### config.mk
export PLATFORM = sky130hd
export DESIGN_NAME = ex_hazard_ctrl
export DESIGN_NICKNAME = d
export VERILOG_FILES = /design/src/rtl/ex_ctrl_pkg.sv /design/src/rtl/ex_fwd_unit.sv /design/src/rtl/ex_hazard_ctrl.sv
export SDC_FILE = /design/constraint.sdc
export NUM_CORES = 1
export LEC_CHECK = 0
export ABC_AREA = 1
export CAP_MARGIN = 30
export CORE_AREA = 2 2 57 59
export DETAILED_ROUTE_END_ITERATION = 8
export DIE_AREA = 0 0 59 61
export DONT_BUFFER_PORTS = 1
export PLACE_DENSITY_LB_ADDON = 0.1
export SLEW_MARGIN = 25
export SYNTH_ARGS = -nofsm -noshare
export SYNTH_HDL_FRONTEND = slang
export SYNTH_HIERARCHICAL = 1
export SYNTH_SLANG_ARGS = --single-unit
### constraint.sdc
create_clock -name clk -period 2.9 [get_ports clk]
set_input_delay 0.87 -clock clk [delete_from_list [all_inputs] [get_ports clk]]
set_output_delay 0.87 -clock clk [all_outputs]
set_load 0.05 [all_outputs]
### src/rtl/ex_ctrl_pkg.sv
// Shared types and encodings for the execute-stage sequencer: FSM states,
// ALUctrl codes, forwarding-select codes and the ID/EX control bundle.
package ex_ctrl_pkg;

  typedef enum logic [1:0] {
    RUN   = 2'd0,
    STALL = 2'd1,
    FLUSH = 2'd2
  } state_e;

  localparam logic [1:0] ALU_BEQ = 2'b00;
  localparam logic [1:0] ALU_ADD = 2'b01;
  localparam logic [1:0] ALU_SUB = 2'b10;

  localparam logic [1:0] FWD_RF  = 2'b00;
  localparam logic [1:0] FWD_MEM = 2'b10;
  localparam logic [1:0] FWD_WB  = 2'b01;

  typedef struct packed {
    logic       reg_dst;
    logic       alu_src;
    logic [1:0] alu_ctrl;
    logic       branch;
    logic       mem_read;
    logic       reg_write;
  } ex_ctrl_t;

  function automatic int max2(input int a, input int b);
    return (a > b) ? a : b;
  endfunction

endpackage

### src/rtl/ex_fwd_unit.sv
// Operand-forwarding compare for both ALU operands. EX/MEM results are newer
// than MEM/WB results, so they win when both stages target the same register.
module ex_fwd_unit
  import ex_ctrl_pkg::*;
#(
  parameter int RA_W = 5
) (
  input  logic            ex_valid,
  input  logic [RA_W-1:0] ex_rs,
  input  logic [RA_W-1:0] ex_rt,
  input  logic            mem_reg_write,
  input  logic [RA_W-1:0] mem_rd,
  input  logic            wb_reg_write,
  input  logic [RA_W-1:0] wb_rd,
  output logic [1:0]      fwd_a,
  output logic [1:0]      fwd_b
);

  function automatic logic [1:0] pick(
    input logic [RA_W-1:0] src,
    input logic            m_we,
    input logic [RA_W-1:0] m_rd,
    input logic            w_we,
    input logic [RA_W-1:0] w_rd
  );
    logic [1:0] sel;
    sel = FWD_RF;
    // Register 0 is hardwired, so a write to it never produces a forwardable value.
    if (m_we && (m_rd != '0) && (m_rd == src)) begin
      sel = FWD_MEM;
    end else if (w_we && (w_rd != '0) && (w_rd == src)) begin
      sel = FWD_WB;
    end
    return sel;
  endfunction

  always_comb begin
    fwd_a = FWD_RF;
    fwd_b = FWD_RF;
    if (ex_valid) begin
      fwd_a = pick(ex_rs, mem_reg_write, mem_rd, wb_reg_write, wb_rd);
      fwd_b = pick(ex_rt, mem_reg_write, mem_rd, wb_reg_write, wb_rd);
    end
  end

endmodule

### src/rtl/ex_hazard_ctrl.sv
// Execute-stage sequencer: owns the ID/EX control register, stalls on load-use
// hazards, flushes on taken branches and drives the forwarding selects.
module ex_hazard_ctrl
  import ex_ctrl_pkg::*;
#(
  parameter int RA_W      = 5,
  parameter int FLUSH_CYC = 1,
  parameter int LU_STALL  = 1
) (
  input  logic            clk,
  input  logic            rst_n,
  input  logic            id_valid,
  input  logic [RA_W-1:0] id_rs,
  input  logic [RA_W-1:0] id_rt,
  input  logic [RA_W-1:0] id_rd,
  input  logic            id_reg_dst,
  input  logic            id_alu_src,
  input  logic            id_branch,
  input  logic            id_mem_read,
  input  logic            id_reg_write,
  input  logic [1:0]      id_alu_ctrl,
  input  logic            alu_branch,
  input  logic            mem_reg_write,
  input  logic [RA_W-1:0] mem_rd,
  input  logic            wb_reg_write,
  input  logic [RA_W-1:0] wb_rd,
  output logic            ex_valid,
  output logic [RA_W-1:0] ex_rs,
  output logic [RA_W-1:0] ex_rt,
  output logic [RA_W-1:0] ex_rd,
  output logic            ex_reg_dst,
  output logic            ex_alu_src,
  output logic            ex_branch,
  output logic            ex_mem_read,
  output logic            ex_reg_write,
  output logic [1:0]      ex_alu_ctrl,
  output logic [1:0]      fwd_a,
  output logic [1:0]      fwd_b,
  output logic            pc_write,
  output logic            ifid_write,
  output logic            ifid_flush,
  output logic            branch_taken,
  output logic [1:0]      dbg_state
);

  localparam int CNT_MAX = max2(FLUSH_CYC, LU_STALL);
  localparam int CW      = $clog2(CNT_MAX) + 1;

  state_e          state_q, state_d;
  logic [CW-1:0]   cnt_q, cnt_d;
  logic            ex_valid_q, ex_valid_d;
  logic [RA_W-1:0] ex_rs_q, ex_rs_d, ex_rt_q, ex_rt_d, ex_rd_q, ex_rd_d;
  ex_ctrl_t        ctrl_q, ctrl_d;
  logic            taken, lu_haz, bubble;

  // ALUctrl 11 passes through but is never a branch compare.
  assign taken  = ex_valid_q & ctrl_q.branch & (ctrl_q.alu_ctrl == ALU_BEQ) & alu_branch;
  assign lu_haz = ex_valid_q & ctrl_q.mem_read & id_valid & (ex_rt_q != '0) &
                  ((ex_rt_q == id_rs) | (ex_rt_q == id_rt));

  always_comb begin
    state_d      = state_q;
    cnt_d        = cnt_q;
    pc_write     = 1'b1;
    ifid_write   = 1'b1;
    ifid_flush   = 1'b0;
    branch_taken = 1'b0;
    bubble       = 1'b0;
    unique case (state_q)
      RUN: begin
        // A taken branch wins: the instruction a stall would hold is wrong-path.
        if (taken) begin
          branch_taken = 1'b1;
          ifid_flush   = 1'b1;
          bubble       = 1'b1;
          if (FLUSH_CYC > 1) begin
            state_d = FLUSH;
            cnt_d   = CW'(FLUSH_CYC - 1);
          end
        end else if (lu_haz) begin
          pc_write   = 1'b0;
          ifid_write = 1'b0;
          bubble     = 1'b1;
          if (LU_STALL > 1) begin
            state_d = STALL;
            cnt_d   = CW'(LU_STALL - 1);
          end
        end
      end
      STALL: begin
        pc_write   = 1'b0;
        ifid_write = 1'b0;
        bubble     = 1'b1;
        cnt_d      = cnt_q - CW'(1);
        if (cnt_q == CW'(1)) state_d = RUN;
      end
      FLUSH: begin
        ifid_flush = 1'b1;
        bubble     = 1'b1;
        cnt_d      = cnt_q - CW'(1);
        if (cnt_q == CW'(1)) state_d = RUN;
      end
      default: begin
        state_d = RUN;
        cnt_d   = '0;
      end
    endcase
  end

  // A bubble clears validity and every control bit; addresses load regardless.
  always_comb begin
    ex_rs_d    = id_rs;
    ex_rt_d    = id_rt;
    ex_rd_d    = id_rd;
    ex_valid_d = bubble ? 1'b0 : id_valid;
    ctrl_d     = '0;
    if (!bubble) begin
      ctrl_d = '{reg_dst: id_reg_dst, alu_src: id_alu_src, alu_ctrl: id_alu_ctrl,
                 branch: id_branch, mem_read: id_mem_read, reg_write: id_reg_write};
    end
  end

  always_ff @(posedge clk or negedge rst_n) begin
    if (!rst_n) begin
      state_q    <= RUN;
      cnt_q      <= '0;
      ex_valid_q <= 1'b0;
      ex_rs_q    <= '0;
      ex_rt_q    <= '0;
      ex_rd_q    <= '0;
      ctrl_q     <= '0;
    end else begin
      state_q    <= state_d;
      cnt_q      <= cnt_d;
      ex_valid_q <= ex_valid_d;
      ex_rs_q    <= ex_rs_d;
      ex_rt_q    <= ex_rt_d;
      ex_rd_q    <= ex_rd_d;
      ctrl_q     <= ctrl_d;
    end
  end

  assign ex_valid     = ex_valid_q;
  assign ex_rs        = ex_rs_q;
  assign ex_rt        = ex_rt_q;
  assign ex_rd        = ex_rd_q;
  assign ex_reg_dst   = ctrl_q.reg_dst;
  assign ex_alu_src   = ctrl_q.alu_src;
  assign ex_alu_ctrl  = ctrl_q.alu_ctrl;
  assign ex_branch    = ctrl_q.branch;
  assign ex_mem_read  = ctrl_q.mem_read;
  assign ex_reg_write = ctrl_q.reg_write;
  assign dbg_state    = state_q;

  ex_fwd_unit #(.RA_W(RA_W)) u_fwd (
    .ex_valid      (ex_valid_q),
    .ex_rs         (ex_rs_q),
    .ex_rt         (ex_rt_q),
    .mem_reg_write (mem_reg_write),
    .mem_rd        (mem_rd),
    .wb_reg_write  (wb_reg_write),
    .wb_rd         (wb_rd),
    .fwd_a         (fwd_a),
    .fwd_b         (fwd_b)
  );

endmodule

==> flow_summary.yaml <==
logic_synthesis:
  yosysSeqAreaShare: 0.4389
  yosysTopAreaCell: "dfrtp_1"
  synth_seq_cells: 23
  yosysWarnings: 6
  synth_cells: 196
  syn_area_sq_mm: 0.001311
  synth_cell_types: 17
  synth_top_area_frac: 0.4389
  syn_area_per_cell_sq_um: 6.690
  yosys-top-cells-area: "dfrtp_1, nand2_1, inv_1, nor2_1, xnor2_1"
clocking:
  cts_buffers: 3
  clock-sinks: 23
  postCtsHoldBufs: 0
  cts-root-buf: "clkbuf_4"
  cts_resized: 0
  cts_setup_buffers: 0
  htreeDepth: 1
  cts_tree: "yes"
  clock_path_buffers: 2
  clkTransAtPathRegs_ns: 0.12
  clk_latency_ns: 0.30
finish:
  final_nets: 253
  drive_above_1_share: 0.1402
  syn2layout_area_growth_pct: 15.36
  n_antenna_cell: 0
  final_cell_area_sq_mm: 0.001513
  fill_cells: 302
  fin_cells: 247
place:
  dp.cells: 243
  port_buffers: 0
  placed_cell_area_sq_mm: 0.001483
  place_hpwl_mm: 2.395
  gp_congestion: 0.7806
  place_worst_setup_slack_ns: 0.4231
routing:
  highest_layer: "met4"
  met3WireLength_microns: 247
  ant_nets: 0
  vias: 1169
  wl_per_cell_microns: 11.55
  drt_iter0_markers: 59
  wl_met2_mm: 1.513
  wl_met1_mm: 1.072
  totalWireLength_mm: 2.853
  vias_per_cell: 4.733
  drc: 0
  dr.pass1.iters: 4
floorplanning:
  fp-row-count: 20
  initial_core_util: 0.4441
  die_height_microns: 61
  pin_count: 71
  die-width_microns: 59
  die_area_sq_mm: 0.003599
  core-area_sq_mm: 0.002953
worst_setup_path:
  end_kind: "output pin"
  crit_top_cell: "nor2_1"
  critPathMaxFanout: 4
  crit_type: "reg2out"
  cp_slowest_cell: "dfrtp_1"
  critPathBufInv: 2
  start_kind: "flop"
  cp.arrival_ns: 1.84
  path_cells: "inv_1, nand2_1, nand2_1, nor2_1, nand3_1, nor2_1, nor2_1, buf_4"
  cp_top_family: "flip-flops"
  worst_path_largest_cell_delay_ns: 0.70
  critPathRequiredTime_ns: 2.03
pwr:
  ir_drop_mv: 0.3565
  design_power_total_w: 0.0006653
  p_leak_nw: 0.8978
  power_per_cell_area_mw_per_mm2: 439.8
timing:
  finalSetupViolations: 0
  tightest_slew_ns: 0.5672
  fin_worst_skew_ns: 0.001487
  maxSlewViolCount: 0
  fin_crit_sh: 0.9348
  fmax_ghz: 0.3689
  finalWorstSetupSlack_ns: 0.1890
  fin_tns_setup_ns: 0
  min_period_ns: 2.711
  rsz0062_at_grt: "false"
  slew_headroom: 0.6219
  hold_viol_final: 0
run_status:
  status: "finished clean"
grt:
  grtUsageTotal: 0.1619
  antenna_found_initial: 0
  overflow: 0
  grt_start_max_net_pins: 24
  grt_pass1_vias: 1057
  grt_pass1_wl_mm: 4.312
min_path:
  hold_class: "in2async"
run:
  cap_violations: 0
[layout make-up]
cell class / instances / area, sq um / area share
Clock inverter: 1 / 7.507 / 0.004963
Multi-Input combinational cell: 128 / 568.0 / 0.3755
Inverter: 42 / 157.7 / 0.1042
Sequential cell: 23 / 575.6 / 0.3805
Timing Repair Buffer: 17 / 140.1 / 0.09264
Tap cell: 33 / 41.29 / 0.02730
Clock buffer: 3 / 22.52 / 0.01489
[cells in the mapped netlist]
| cell type | number |
|---|---|
| a21oi_1 | 2 |
| and2_1 | 1 |
| buf_4 | 4 |
| conb_1 | 1 |
| dfrtp_1 | 23 |
| inv_1 | 40 |
| inv_2 | 2 |
| nand2_1 | 66 |
| nand2_2 | 1 |
| nand2_4 | 1 |
| nand3_1 | 8 |
| nand4_1 | 4 |
| nor2_1 | 32 |
| nor2_2 | 1 |
| nor3_1 | 4 |
| o211ai_1 | 1 |
| xnor2_1 | 5 |
[path summary, 6_finish.rpt]
path                              from          to  slack (ns)  depth (start not counted)
setup / recovery              ex_rs[2]    fwd_a[0]        0.19                          8
hold / removal                   rst_n    ex_rd[2]        0.24                          0
setup reg to reg              ex_valid  ex_reg_dst        1.60                          7
hold reg to reg            ex_mem_read    ex_valid        0.80                          5
max in group asynchronous        rst_n    ex_rt[2]        2.59                          0
min in group clk              id_rd[1]    ex_rd[1]        0.58                          0
[metrics by stage]
stage | util | hold slack [ns]
detailed placement | 0.5021 | 0.5748
floorplan | - | 0.5744
global placement | 0.5021 | 0.5748
finish | 0.5123 | 0.2393
global route | 0.5123 | 0.1987
CTS | 0.5123 | 0.2176
[metal layers]
| layer | vias up | global-route usage |
|---|---|---|
| met5 | - | 0 |
| met4 | 0 | 0.06818 |
| met3 | 2 | 0.04478 |
| met2 | 45 | 0.3000 |
| met1 | 519 | 0.1730 |
| li1 | 603 | - |
[power breakdown]
part / internal [W] / total (W) / switching (W) / leakage [nW]
sequential: 0.000338 / 0.000385 / 0.0000476 / 0.269
combinational: 0.0000432 / 0.000135 / 0.0000914 / 0.615
clock: 0.0000525 / 0.000145 / 0.0000928 / 0.0139
[placed cells by master (no fill, tap or decap)]
cell,n
nand2_1,66
inv_1,40
nand2_4,1
o211ai_1,1
nand2_2,1
a21oi_1,2
inv_2,2
nand3_2,1
clkinvlp_4,1
nand4_1,4
and2_2,1
nor3_2,2
nor2_1,32
dfrtp_1,23
nand3_1,7
nor2_2,1
xnor2_1,5
clkbuf_4,3
buf_4,16
nor3_1,2
buf_12,1
conb_1,2
[sequential cells by signal, indices dropped and copies added, names as in the netlist]
name          count
ex_alu_ctrl       2
ex_alu_src        1
ex_reg_dst        1
ex_rd             5
ex_reg_write      1
ex_mem_read       1
ex_valid          1
ex_rt             5
ex_branch         1
ex_rs             5
[cells by family (layout without fill, tap and decap cells)]
| family | Yosys count | in the layout | share of synthesized area |
|---|---|---|---|
| other | 1 | 2 | 0.002860 |
| buffers and inverters | 46 | 63 | 0.1431 |
| flip-flops | 23 | 23 | 0.4389 |
| AND/OR/NAND/NOR | 118 | 118 | 0.3683 |
| AO/OA/AOI/OAI | 3 | 3 | 0.01336 |
| XOR/XNOR | 5 | 5 | 0.03340 |
Power figures use the tool's default switching activity.
